--- src/rtl/bin_bcd_disp_seq_pkg.sv ---
// Shared encodings for the sequential binary-to-display-digit converter.
// Optional leading-zero blanking is enabled by BIN_BCD_DISP_SEQ_LEAD_BLANK_EN.
package bin_bcd_disp_seq_pkg;

  typedef enum logic [1:0] {
    IDLE      = 2'd0,
    DEC_SHIFT = 2'd1,
    HEX_LOAD  = 2'd2
  } state_t;

  localparam logic [3:0] ADD3_THRESH = 4'd5;
  localparam logic [3:0] ADD3        = 4'd3;

  localparam logic BASE_DEC = 1'b1;
  localparam logic BASE_HEX = 1'b0;

  // One double-dabble correction on a single BCD digit; the carry out of the digit is dropped.
  function automatic logic [3:0] add3_digit(input logic [3:0] d);
    return (d >= ADD3_THRESH) ? d + ADD3 : d;
  endfunction

endpackage

--- src/rtl/bin_bcd_disp_seq_bcd_add3_step.sv ---
// One combinational double-dabble step: correct every digit, then shift the
// accumulator left by one with the next binary bit entering at the bottom.
module bcd_add3_step
  import bin_bcd_disp_seq_pkg::*;
#(
  parameter int NDIG = 5
) (
  input  logic [4*NDIG-1:0] acc,
  input  logic              bit_in,
  output logic [4*NDIG-1:0] acc_next
);

  logic [4*NDIG-1:0] corr;

  always_comb begin
    corr = '0;
    for (int i = 0; i < NDIG; i++) begin
      corr[4*i +: 4] = add3_digit(acc[4*i +: 4]);
    end
    acc_next = (corr << 1) | {{(4*NDIG-1){1'b0}}, bit_in};
  end

endmodule

--- src/rtl/bin_bcd_disp_seq.sv ---
// Sequential binary-to-display-digit converter with a Start/Done handshake.
// Optional Blank output is enabled by BIN_BCD_DISP_SEQ_LEAD_BLANK_EN.
module bin_bcd_disp_seq
  import bin_bcd_disp_seq_pkg::*;
#(
  parameter int WIDTH = 16,
  parameter int NDIG  = 5
) (
  input  logic              Clk,
  input  logic              Clrn,
  input  logic              Start,
  input  logic              Base,
  input  logic [WIDTH-1:0]  Bin,
  output logic              Busy,
  output logic              Done,
  output logic [4*NDIG-1:0] Digits,
`ifdef BIN_BCD_DISP_SEQ_LEAD_BLANK_EN
  output logic [NDIG-1:0]   Blank,
`endif
  output state_t            DbgState
);

  // Handshake: Start is sampled only while in IDLE; Busy covers the whole
  // conversion and Done is a one-cycle pulse after Busy drops, at which point
  // Digits (and Blank) hold the new result until the next Done.

  localparam int CW = $clog2(WIDTH + 1);
  localparam logic [CW-1:0] LAST_STEP = CW'(WIDTH - 1);

  state_t            state;
  logic [WIDTH-1:0]  sreg;
  logic [4*NDIG-1:0] acc;
  logic [CW-1:0]     cnt;
  logic [4*NDIG-1:0] acc_next;
  logic [4*NDIG-1:0] hex_val;

  assign DbgState = state;

  bcd_add3_step #(.NDIG(NDIG)) u_step (
    .acc      (acc),
    .bit_in   (sreg[WIDTH-1]),
    .acc_next (acc_next)
  );

  // Hex mode zero-extends the captured value; digits above WIDTH/4 read zero.
  always_comb begin
    hex_val = '0;
    hex_val[WIDTH-1:0] = sreg;
  end

`ifdef BIN_BCD_DISP_SEQ_LEAD_BLANK_EN
  // Digit 0 is never blanked so a zero value still shows a single "0".
  function automatic logic [NDIG-1:0] blank_of(input logic [4*NDIG-1:0] d);
    logic [NDIG-1:0] b;
    logic            zero_above;
    b          = '0;
    zero_above = 1'b1;
    for (int i = NDIG - 1; i >= 0; i--) begin
      zero_above = zero_above && (d[4*i +: 4] == 4'd0);
      b[i]       = zero_above && (i != 0);
    end
    return b;
  endfunction
`endif

  always_ff @(posedge Clk or negedge Clrn) begin
    if (!Clrn) begin
      state  <= IDLE;
      sreg   <= '0;
      acc    <= '0;
      cnt    <= '0;
      Busy   <= 1'b0;
      Done   <= 1'b0;
      Digits <= '0;
`ifdef BIN_BCD_DISP_SEQ_LEAD_BLANK_EN
      Blank  <= '0;
`endif
    end else begin
      Done <= 1'b0;
      case (state)
        IDLE: begin
          if (Start) begin
            sreg  <= Bin;
            acc   <= '0;
            cnt   <= '0;
            Busy  <= 1'b1;
            // The next state doubles as the captured mode register.
            state <= (Base == BASE_DEC) ? DEC_SHIFT : HEX_LOAD;
          end
        end
        DEC_SHIFT: begin
          acc  <= acc_next;
          sreg <= sreg << 1;
          cnt  <= cnt + CW'(1);
          if (cnt == LAST_STEP) begin
            Digits <= acc_next;
`ifdef BIN_BCD_DISP_SEQ_LEAD_BLANK_EN
            Blank  <= blank_of(acc_next);
`endif
            Done   <= 1'b1;
            Busy   <= 1'b0;
            state  <= IDLE;
          end
        end
        HEX_LOAD: begin
          Digits <= hex_val;
`ifdef BIN_BCD_DISP_SEQ_LEAD_BLANK_EN
          Blank  <= blank_of(hex_val);
`endif
          Done   <= 1'b1;
          Busy   <= 1'b0;
          state  <= IDLE;
        end
        default: begin
          Busy  <= 1'b0;
          state <= IDLE;
        end
      endcase
    end
  end

endmodule
--- config.mk ---
export PLATFORM = sky130hd
export DESIGN_NAME = bin_bcd_disp_seq
export DESIGN_NICKNAME = d
export VERILOG_FILES = /design/src/rtl/bin_bcd_disp_seq_pkg.sv /design/src/rtl/bin_bcd_disp_seq_bcd_add3_step.sv /design/src/rtl/bin_bcd_disp_seq.sv
export SDC_FILE = /design/constraint.sdc
export NUM_CORES = 1
export LEC_CHECK = 0
export ABC_AREA = 1
export BUFFER_PORTS_ARGS = -buffer_cell sky130_fd_sc_hd__buf_2
export CAP_MARGIN = 25
export CORE_MARGIN = 1
export CORE_UTILIZATION = 50
export DETAILED_ROUTE_END_ITERATION = 6
export PLACE_DENSITY = 0.71
export SYNTH_ARGS = -nofsm -noshare
export SYNTH_HDL_FRONTEND = slang
export SYNTH_SLANG_ARGS = --single-unit
export TNS_END_PERCENT = 100
--- constraint.sdc ---
create_clock -name Clk -period 2.46 [get_ports Clk]
set_input_delay 0.369 -clock Clk [delete_from_list [all_inputs] [get_ports Clk]]
set_output_delay 0.369 -clock Clk [all_outputs]
set_load 0.02 [all_outputs]
==> impl_results.md, run 1 <==
- Worst Tran Pin Value: 457 ps
- Area growth syn-to-layout: 14.3%
- DRT antenna net count: 0
- Fin. Hold Viols: 0
- Status: finished, violations left
- Kind of critical path: register to register
- Via/cell ratio: 5.32
- YS warnings: 0
- CTS Hold Bufs: 0
- TNS Setup: 0 ps
- Largest buffer count on any clock path: 2
- CTS buffer count: 9
- Fill cells: around 610
- Hpwl dp: around 5.4 mm
- Fraction of layout cells with a size suffix above 1: 0.139
- Die Height: ~84 um
- Mux cell area share after synthesis: 0
- Routed via count: between 2k and 3k
- Clock Skew: around 6.4 ps
- GRT Total Usage: 0.244
- Flop and latch count out of synthesis: 65
- Cells after Synth: 430
- CTS root buffer: clkbuf_8
- Synth Area in Compound Gates: 0.138
- Worst EP required: ~2700 ps
- Num ports: between 40 and 50
- DR iter-0 viols: approximately 200
- Peak VDD IR: ~0.94 mV
- CTS Sinks: 65
- Power Density: around 1100 nW/um^2
- Die area: a little over 7000 sq um
- Number of global-route vias before repair: between 2k and 3k
- Post-CTS setup buffer count: 0
- Top cells by area, synth: dfrtp_1 48%, nand2_1 15%, inv_1 5.8%
- Drt first pass iters: 7
- CP startpoint kind: register
- Worst-path clk slew: about 70 ps
- Slew margin rel.: 0.695
- Largest net degree at the start of global routing: 66
- Drt wl/cell: around 14 um
- Synth Area in Simple Gates: 0.245
- Syn_nets: approximately 470
- Post-CTS Resized: 0
- Worst hold path class: input port to async pin
- # DRC: 4
- Tcrit/Tclk final: 0.820
- Synth Area in Adders: 0.0555
- Total power: 4.06 mW
- Max_cap viols: 0
- Chip width: between 80 and 90 um
- Final setup fails: 0
- Std cell rows: 29
- RePlAce Congestion: just over 0.8
- Nets: approximately 510
- Failing checks: DRC
- Worst skew pair latency: between 300 and 400 ps
- Seq/Total Area, Yosys: 0.481
- Initial antenna violation count: 0
- Final min period: about 2000 ps
- Main combinational cell family by area after synthesis: simple AND/OR/NAND/NOR gates
- Fmax: 0.496 GHz
- CP endpoint kind: register
- XOR/XNOR Fraction of Synth Area: 0
- Unrepaired setup endpoints after global routing: false
- Grt total ovfl: 0
- Initial core utilization: 0.524
- Cell Area, Synth: roughly 3400 sq um
- Final Slew Violations: 0
- Global-route wire length before repair: around 14 mm
- Post-synth top area cell: dfrtp_1
- ANT cells: 0
- CORE AREA: between 6000 and 7000 sq um
- Synth unique cells: 27
- Post-synth top area share: 0.481
- CTS HTree Levels: 3
- Post-Syn Area per Cell: approximately 7.9 sq um
- IO buf count: 43
- Final wirelength: just under 8 mm
- Crit Path Max Fanout: 28
- LEAKAGE: slightly above 2 nW
- Critical Path AT: 2290 ps
- CTS tree: built
per-layer routing:
layer  GRT usage  routed length (um)  up-vias
li1            -                   -     1496
met1       0.345                3700     1375
met2       0.376                3520       85
met3      0.0433                 497       10
met4      0.0972                  82        0
met5           0                   0        -
registers in the layout (all words and copies together), names as in the netlist:
| register | count |
|---|---|
| cnt | 5 |
| acc | 20 |
| sreg | 16 |
| Busy | 1 |
| DbgState | 2 |
| Digits | 20 |
| Done | 1 |
area by class of cell:
cell class                      instances  area, sq um  share of cell area
Sequential cell                        65         1630               0.420
Timing Repair Buffer                   52          308              0.0796
Clock buffer                           12          145              0.0375
Inverter                               55          206              0.0534
Clock inverter                          1         5.00             0.00129
Tap cell                               77         96.3              0.0249
Multi-Input combinational cell        296         1480               0.383
metrics by stage:
step	setup WS [ps]	area [sq um]	hold WS [ps]	utilization	std cells
floorplan	773	3380	73.4	-	430
global placement	570	3720	417	0.576	545
detailed placement	472	3720	410	0.576	545
CTS	435	3870	51.6	0.599	558
global route	205	3870	65.0	0.599	558
finish	443	3870	21.0	0.599	558
where the power goes:
part	total, mW	switching, mW	internal (mW)
Sequential	1.56	0.189	1.38
Clock	0.745	0.370	0.375
Combinational	1.75	1.17	0.587
cell usage in the layout (no fill, tap or decap), drive strengths merged:
master and count:
a21boi 2, a21oi 20, a31oi 2, and3 1
buf 52, clkbuf 12, clkinv 2, dfrtp 65
ha 15, inv 54, nand2 134, nand3 37
nand4 7, nor2 22, nor3 1, o211ai 14
o21a 2, o21ai 32, o21bai 2, o22ai 5
critical path, cell delays in order (launching register included):
cell and delay (ps):
dfrtp_1 400, inv_1 110, ha_1 440, nand2_1 230
o21ai_4 190, inv_2 270, a21oi_1 190, nand2_1 70
nand2_1 50
synthesized netlist by cell type:
cell type,n
a21boi_0,2
a21oi_1,20
a31oi_1,2
and3_1,1
buf_1,2
buf_2,4
buf_4,1
buf_6,1
clkbuf_1,6
clkinv_1,1
dfrtp_1,65
ha_1,15
inv_1,52
inv_2,2
nand2_1,133
nand2_2,1
nand3_1,37
nand4_1,7
nor2_1,22
nor3_1,1
o211ai_1,14
o21a_1,2
o21ai_0,30
o21ai_1,1
o21ai_4,1
o21bai_1,2
o22ai_1,5
worst paths after layout:
kind / endpoint / slack (ps) / from / depth (start not counted)
max in group asynchronous: sreg[14]$_DFFE_PN0P_ / 2120 / Clrn / 2
min reg2reg: Busy$_DFFE_PN0P_ / 480 / Busy$_DFFE_PN0P_ / 2
max reg2reg: Digits[5]$_DFFE_PN0P_ / 440 / DbgState[1]$_DFFE_PN0P_ / 8
min: acc[9]$_DFFE_PN0P_ / 20 / Clrn / 2
min in group Clk: DbgState[1]$_DFFE_PN0P_ / 220 / Base / 2
max: Digits[5]$_DFFE_PN0P_ / 440 / DbgState[1]$_DFFE_PN0P_ / 8
cells by family (layout without fill, tap and decap cells):
group / after synthesis / after routing
AO/OA/AOI/OAI: 79 / 79
adder cells (fa/ha/maj): 15 / 15
buffers and inverters: 69 / 120
flip-flops: 65 / 65
AND/OR/NAND/NOR: 202 / 202
Note: power is estimated with default switching activity, not from simulation.
==> run 2: changes to the inputs <==
--- a/config.mk
+++ b/config.mk
@@ -5,7 +5,7 @@
 export SDC_FILE = /design/constraint.sdc
 export NUM_CORES = 1
 export LEC_CHECK = 0
-export ABC_AREA = 1
+export ABC_AREA = 0
 export BUFFER_PORTS_ARGS = -buffer_cell sky130_fd_sc_hd__buf_2
 export CAP_MARGIN = 25
 export CORE_MARGIN = 1
==> constraint.sdc (replaced) <==
create_clock -name Clk -period 2 [get_ports Clk]
set_input_delay 0.3 -clock Clk [delete_from_list [all_inputs] [get_ports Clk]]
set_output_delay 0.3 -clock Clk [all_outputs]
set_load 0.02 [all_outputs]
==> impl_results.md, run 2 <==
- Top cells by area, synth: dfrtp_1 51%, o21ai_0 6.1%, ha_1 5.9%
- Fmax: 0.526 GHz (+6.0%)
- Dominant cell by count in the synthesized netlist: dfrtp_1
- Nets: 420 (-18%)
- Top Registers: Digits x20, acc x20, sreg x16
- Final min period: 1900 ps (-115 ps)
- Worst hold path class: input port to register
- CTS root buffer: clkbuf_8
- CP endpoint kind: register
- Crit path max-delay family: adder cells
- Largest buffer count on any clock path: 2 (unchanged)
- Register area: 1630 sq um (unchanged)
- Grt peak-use layer: met2
- Syn_nets: 363 (-22%)
- GRT Total Usage: 0.259 (+0.0151)
- Largest net degree at the start of global routing: 66 (unchanged)
- Final Slew Violations: 0 (unchanged)
- Fraction of layout cells with a size suffix above 1: 0.211 (+0.0715)
- Initial core utilization: 0.528 (+0.00462)
- Worst-path clk slew: 70 ps (about the same)
- Async SR Flop Fraction: 1.00 (unchanged)
- Flop and latch count out of synthesis: 65 (unchanged)
- R2R cell count: 9 (+1)
- Met1 Resource Use GR: 0.353 (+0.00739)
- CTS tree: built
- Synth unique cells: 31 (+15%)
- Routed via count: 2643 (-11%)
- Post-Syn Area per Cell: 9.71 sq um (+23%)
- Final wirelength: 7.73 mm (-0.91%)
- Tcrit/Tclk final: 0.951 (+0.131)
- Drt first pass iters: 4 (-3)
- Hold depth: 2
- Drt wl/cell: 16.7 um (+19%)
- Clock Skew: 4.58 ps (-1.78 ps)
- Critical path's largest stage delay: 400 ps (-40 ps)
- Final setup fails: 0 (unchanged)
- Commonest non-fill, non-tap cell in the layout: dfrtp_1
- Num ports: 44 (unchanged)
- Unrepaired setup endpoints after global routing: true
- Max_cap viols: 0 (unchanged)
- CP max-delay cell: dfrtp_1
- CTS Sinks: 65 (unchanged)
- LEAKAGE: 1.73 nW (-16%)
- Critical Path AT: 2160 ps (-130 ps)
- Die Height: 81.8 um (-2.9%)
- DRT antenna net count: 0 (unchanged)
- DR iter-0 viols: 134 (-33%)
- Fin area: 3820 sq um (-1.2%)
- Final worst hold slack: 170 ps (+149 ps)
- ANT cells: 0 (unchanged)
- Setup ws final: 97.2 ps (-345 ps)
- Grt total ovfl: 0 (unchanged)
- Final core utilization: 0.635 (+0.0356)
- Slew margin rel.: 0.745 (+0.0500)
- Post-synth top area cell: dfrtp_1
- Area growth syn-to-layout: 20.1%
- CTS HTree Levels: 3 (unchanged)
- Pre-CTS setup slack: -1.15 ps (-473 ps)
- Most common flop cell mapped by yosys: dfrtp_1
- Chip width: 81.8 um (-2.9%)
- Power Density: 1340 nW/um^2 (+27%)
- CORE AREA: 6030 sq um (-6.7%)
- YS warnings: 0 (unchanged)
- Worst reg2reg setup slack: 100 ps (-350 ps)
- Status: finished clean
- Cell Area, Synth: 3180 sq um (-5.9%)
- WP depth: 9 (+1)
- CP startpoint kind: register
- M3 GR Usage: 0.0422 (-0.00104)
- Post-synth top cells: 65 x dfrtp_1, 39 x o21ai_0, 27 x nor2_1
- Total power: 5.12 mW (+26%)
- EDFF count, synth: 0 (unchanged)
- Placed inst area: 3540 sq um (-4.9%)
- Met2 usage: 0.404 (+0.0286)
- CTS buffer count: 9 (unchanged)
- Std cell rows: 28 (-3.4%)
- Initial antenna violation count: 0 (unchanged)
- Via/cell ratio: 5.70 (+7.2%)
- Post-synth top area share: 0.511 (+0.0300)
- # DRC: 0 (-4)
- Cell Chain, Critical Path: ha_1 > and3_1 > ha_2 > buf_4 > nand2_1 > a21boi_4 > clkbuf_4 > a21oi_1 > o21ai_1
- Fin. Hold Viols: 0 (unchanged)
- Global-route wire length before repair: 12.7 mm (-7.4%)
- Kind of critical path: register to register
- Seq/Total Area, Yosys: 0.511 (+0.0300)
- Worst skew pair latency: 330 ps (about the same)
- Worst EP required: 2260 ps (-480 ps)
- Peak VDD IR: 1.09 mV (+17%)
- RePlAce Congestion: 0.818 (+0.27%)
- Number of global-route vias before repair: 2589 (-12%)
- Most frequent cells in the layout: 65 x dfrtp_1, 43 x buf_2, 39 x o21ai_0
- Cells after Synth: 328 (-24%)
- Fill cells: 514 (-16%)
- IO buf count: 43 (unchanged)
- CP Buf/Inv Count: 2 (unchanged)
- Die area: 6690 sq um (-5.7%)
- Crit Path Max Fanout: 5 (-82%)
- Worst Tran Pin Value: 383 ps (-74.3 ps)
- Hpwl dp: 5.16 mm (-4.6%)
- Multi-input gate area: 1460 sq um (-1.5%)
run 2: cell count changes after synthesis, moves of 8 or more:
cell	delta
inv_1	-35
nor3b_1	+8
nand3_1	-34
o31ai_1	+8
o21ai_0	+9
o211ai_1	-14
nand2_1	-108
and3_1	+8
o22ai_1	+17
run 2: cell type report:
cell class              count  share of cell area
multi-input cells         233               0.382
inverters                  17              0.0167
repair buffers             59              0.0959
clock buffers              13              0.0468
flip-flops and latches     65               0.425
well taps                  75              0.0245
clock inverters             2             0.00916
run 2: logic make-up after synthesis:
kind of cell	Yosys count	share of synthesized area
compound gates	107	0.194
simple gates	96	0.151
flops	65	0.511
buf+inv	32	0.0452
fa+ha+maj	15	0.0589
mux	8	0.0263
xor+xnor	5	0.0138
run 2: repair_timing:
action,CTS,global route
endpoints found under the hold margin,65,0
endpoints found under the setup margin,3,23
hold buffers,1,0
resized for setup,1,6
cloned,0,3
setup buffers,0,1
run 2: final timing paths:
| check | endpoint | start |
|---|---|---|
| max in group asynchronous | Digits[14]$_DFFE_PN0P_ | Clrn |
| setup reg to reg | Digits[13]$_DFFE_PN0P_ | cnt[0]$_DFFE_PN0P_ |
| hold / removal | DbgState[1]$_DFFE_PN0P_ | Base |
| setup / recovery | Digits[13]$_DFFE_PN0P_ | cnt[0]$_DFFE_PN0P_ |
| min in group asynchronous | sreg[7]$_DFFE_PN0P_ | Clrn |
| hold reg to reg | Digits[3]$_DFFE_PN0P_ | Digits[3]$_DFFE_PN0P_ |
run 2: through the flow:
stage | instances | setup TNS [ps]
after global routing | 464 | -10.6
after floorplan | 328 | 0
after global placement | 444 | 0
after detailed placement | 444 | -1.15
after CTS | 460 | 0
final | 464 | 0
run 2: metal layers:
layer | wire length (um) | part of all wire
met1 | 3650 | 0.47
met2 | 3670 | 0.47
met3 | 271 | 0.035
met4 | 139 | 0.018
met5 | 0 | 0
run 2: where the power goes:
part           total (mW)  internal (mW)  switching [mW]
clock                1.20          0.704           0.493
combinational        1.99          0.734            1.26
sequential           1.93           1.66           0.270
==> run 3: changes to the inputs <==
--- a/config.mk
+++ b/config.mk
@@ -12,6 +12,7 @@
 export CORE_UTILIZATION = 50
 export DETAILED_ROUTE_END_ITERATION = 6
 export PLACE_DENSITY = 0.71
+export SETUP_SLACK_MARGIN = 0.5
 export SYNTH_ARGS = -nofsm -noshare
 export SYNTH_HDL_FRONTEND = slang
 export SYNTH_SLANG_ARGS = --single-unit
==> impl_results.md, run 3 (synthesized netlist as in run 2, its figures left out) <==
- Status: finished clean
- Worst-path clk slew: 80 ps (about the same)
- Max_cap viols: 0 (unchanged)
- CP Buf/Inv Count: 0 (-2)
- Initial antenna violation count: 0 (unchanged)
- Largest net degree at the start of global routing: 66 (unchanged)
- Final setup fails: 0 (unchanged)
- Worst EP required: 2220 ps (-40 ps)
- CP endpoint kind: register
- GRT Total Usage: 0.268 (+0.00867)
- Die Height: 81.8 um (unchanged)
- Kind of critical path: register to register
- TNS Setup: 0 ps (unchanged)
- Peak VDD IR: 0.954 mV (-13%)
- Unrepaired setup endpoints after global routing: true
- Initial core utilization: 0.528 (unchanged)
- Worst hold path class: input port to register
- Critical path's largest stage delay: 390 ps (about the same)
- CP startpoint kind: register
- CTS tree: built
- Worst skew pair latency: 340 ps (about the same)
- Worst Tran Pin Value: 442 ps (+59.8 ps)
- CTS buffer count: 9 (unchanged)
- CTS root buffer: clkbuf_8
- Most frequent cells in the layout: 63 x dfrtp_1, 42 x buf_2, 25 x nor2_1
- CTS HTree Levels: 3 (unchanged)
- RePlAce Congestion: 0.820 (+0.31%)
- Global-route wire length before repair: 13.2 mm (+4.0%)
- Clock Skew: 11.5 ps (+6.87 ps)
- Final wirelength: 10.5 mm (+36%)
- Grt total ovfl: 0 (unchanged)
- Critical Path AT: 2040 ps (-120 ps)
- LEAKAGE: 2.03 nW (+18%)
- Fin. Hold Viols: 0 (unchanged)
- Total power: 6.49 mW (+27%)
- CTS Sinks: 65 (unchanged)
- Commonest non-fill, non-tap cell in the layout: dfrtp_1
- Die area: 6690 sq um (unchanged)
- Most common cell type on the critical path: and3_4
- Pre-CTS setup slack: 181 ps (+182 ps)
- Num ports: 44 (unchanged)
- IO buf count: 43 (unchanged)
- Hpwl dp: 5.12 mm (-0.67%)
- ANT cells: 0 (unchanged)
- Slew margin rel.: 0.705 (-0.0402)
- Final min period: 1820 ps (-87.2 ps)
- CP max-delay cell: dfrtp_1
- Setup ws final: 184 ps (+87.2 ps)
- # DRC: 0 (unchanged)
- Area growth syn-to-layout: 47.2%
- Drt wl/cell: 21.1 um (+27%)
- Final Slew Violations: 0 (unchanged)
- CORE AREA: 6030 sq um (unchanged)
- Largest buffer count on any clock path: 2 (unchanged)
- Std cell rows: 28 (unchanged)
- Top Registers: Digits x20, acc x20, sreg x16
- Crit path max-delay family: flip-flops
- Via/cell ratio: 6.10 (+7.1%)
- Fill cells: 361 (-30%)
- DR iter-0 viols: 255 (+90%)
- Crit Path Max Fanout: 6 (+1)
- Fraction of layout cells with a size suffix above 1: 0.495 (+0.284)
- Chip width: 81.8 um (unchanged)
- Drt first pass iters: 4 (unchanged)
- Number of global-route vias before repair: 2700 (+4.3%)
- DRT antenna net count: 0 (unchanged)
- Cell Chain, Critical Path: ha_2 > and3_4 > ha_4 > mux2_4 > and3_4 > a21oi_1 > o21ai_1
- Routed via count: 3045 (+15%)
- Fmax: 0.551 GHz (+4.8%)
- Nets: 454 (+8.1%)
- Tcrit/Tclk final: 0.908 (-0.0436)
- Power Density: 1390 nW/um^2 (+3.6%)
## run 3: cell types whose count changed in the layout (fill, tap and decap cells not counted), moves of 10 or more
| cell | change |
|---|---|
| o22ai_1 | -21 |
| buf_6 | +17 |
| a21oi_1 | -12 |
| o22ai_2 | +19 |
| o21ai_0 | -15 |
| nand2_1 | -12 |
| nand2_2 | +10 |
| a21oi_2 | +11 |
## run 3: per-stage QoR
stage	util	hold WS, ps	instance area, sq um	std cells
6_report	0.778	154	4690	499
3_3_place_gp	0.597	344	3600	443
4_1_cts	0.680	151	4100	477
3_5_place_dp	0.597	344	3600	443
2_1_floorplan	-	4.41	3280	328
5_1_grt	0.778	139	4690	499
## run 3: layer usage
| layer | share of wire | wire length, um | track usage |
|---|---|---|---|
| met4 | 0.030 | 314 | 0.126 |
| met3 | 0.077 | 810 | 0.0544 |
| met2 | 0.49 | 5160 | 0.413 |
| met1 | 0.40 | 4240 | 0.360 |
| met5 | 0 | 0 | 0 |
## run 3: worst register-to-register path: stages (launching register included)
cell and delay [ps]:
dfrtp_1 390, ha_2 200, and3_4 180, ha_4 180
mux2_4 320, and3_4 190, a21oi_1 150, o21ai_1 90
## run 3: cell type report
class	instances	area (sq um)	share of cell area
repair buffers	91	763	0.163
well taps	75	93.8	0.0200
multi-input cells	235	1960	0.418
flip-flops and latches	65	1630	0.348
inverters	17	68.8	0.0147
clock inverters	3	15.0	0.00320
clock buffers	13	159	0.0339
## run 3: repair_timing
action                                  in CTS  in global routing
buffers inserted                            12                 15
gates resized for setup                     50                101
pin swaps                                    9                 24
hold buffers                                 1                  0
endpoints found under the setup margin      64                 64
gates cloned                                 5                  7
endpoints found under the hold margin       65                  0
## run 3: worst paths after layout
path / start / to / slack, ps / depth (start not counted)
setup / recovery: cnt[1]$_DFFE_PN0P_ / Digits[1]$_DFFE_PN0P_ / 180 / 7
hold / removal: Base / DbgState[1]$_DFFE_PN0P_ / 150 / 2
hold reg to reg: Digits[15]$_DFFE_PN0P_ / Digits[15]$_DFFE_PN0P_ / 480 / 2
setup reg to reg: cnt[1]$_DFFE_PN0P_ / Digits[1]$_DFFE_PN0P_ / 180 / 7
max in group asynchronous: Clrn / DbgState[1]$_DFFE_PN0P_ / 1200 / 3
min in group asynchronous: Clrn / acc[4]$_DFFE_PN0P_ / 510 / 3
## run 3: power by group
part	total [mW]	switching, mW	internal, mW	leakage [nW]
clock	1.02	0.507	0.513	0.0932
combinational	3.46	1.90	1.56	1.11
sequential	2.01	0.352	1.66	0.825
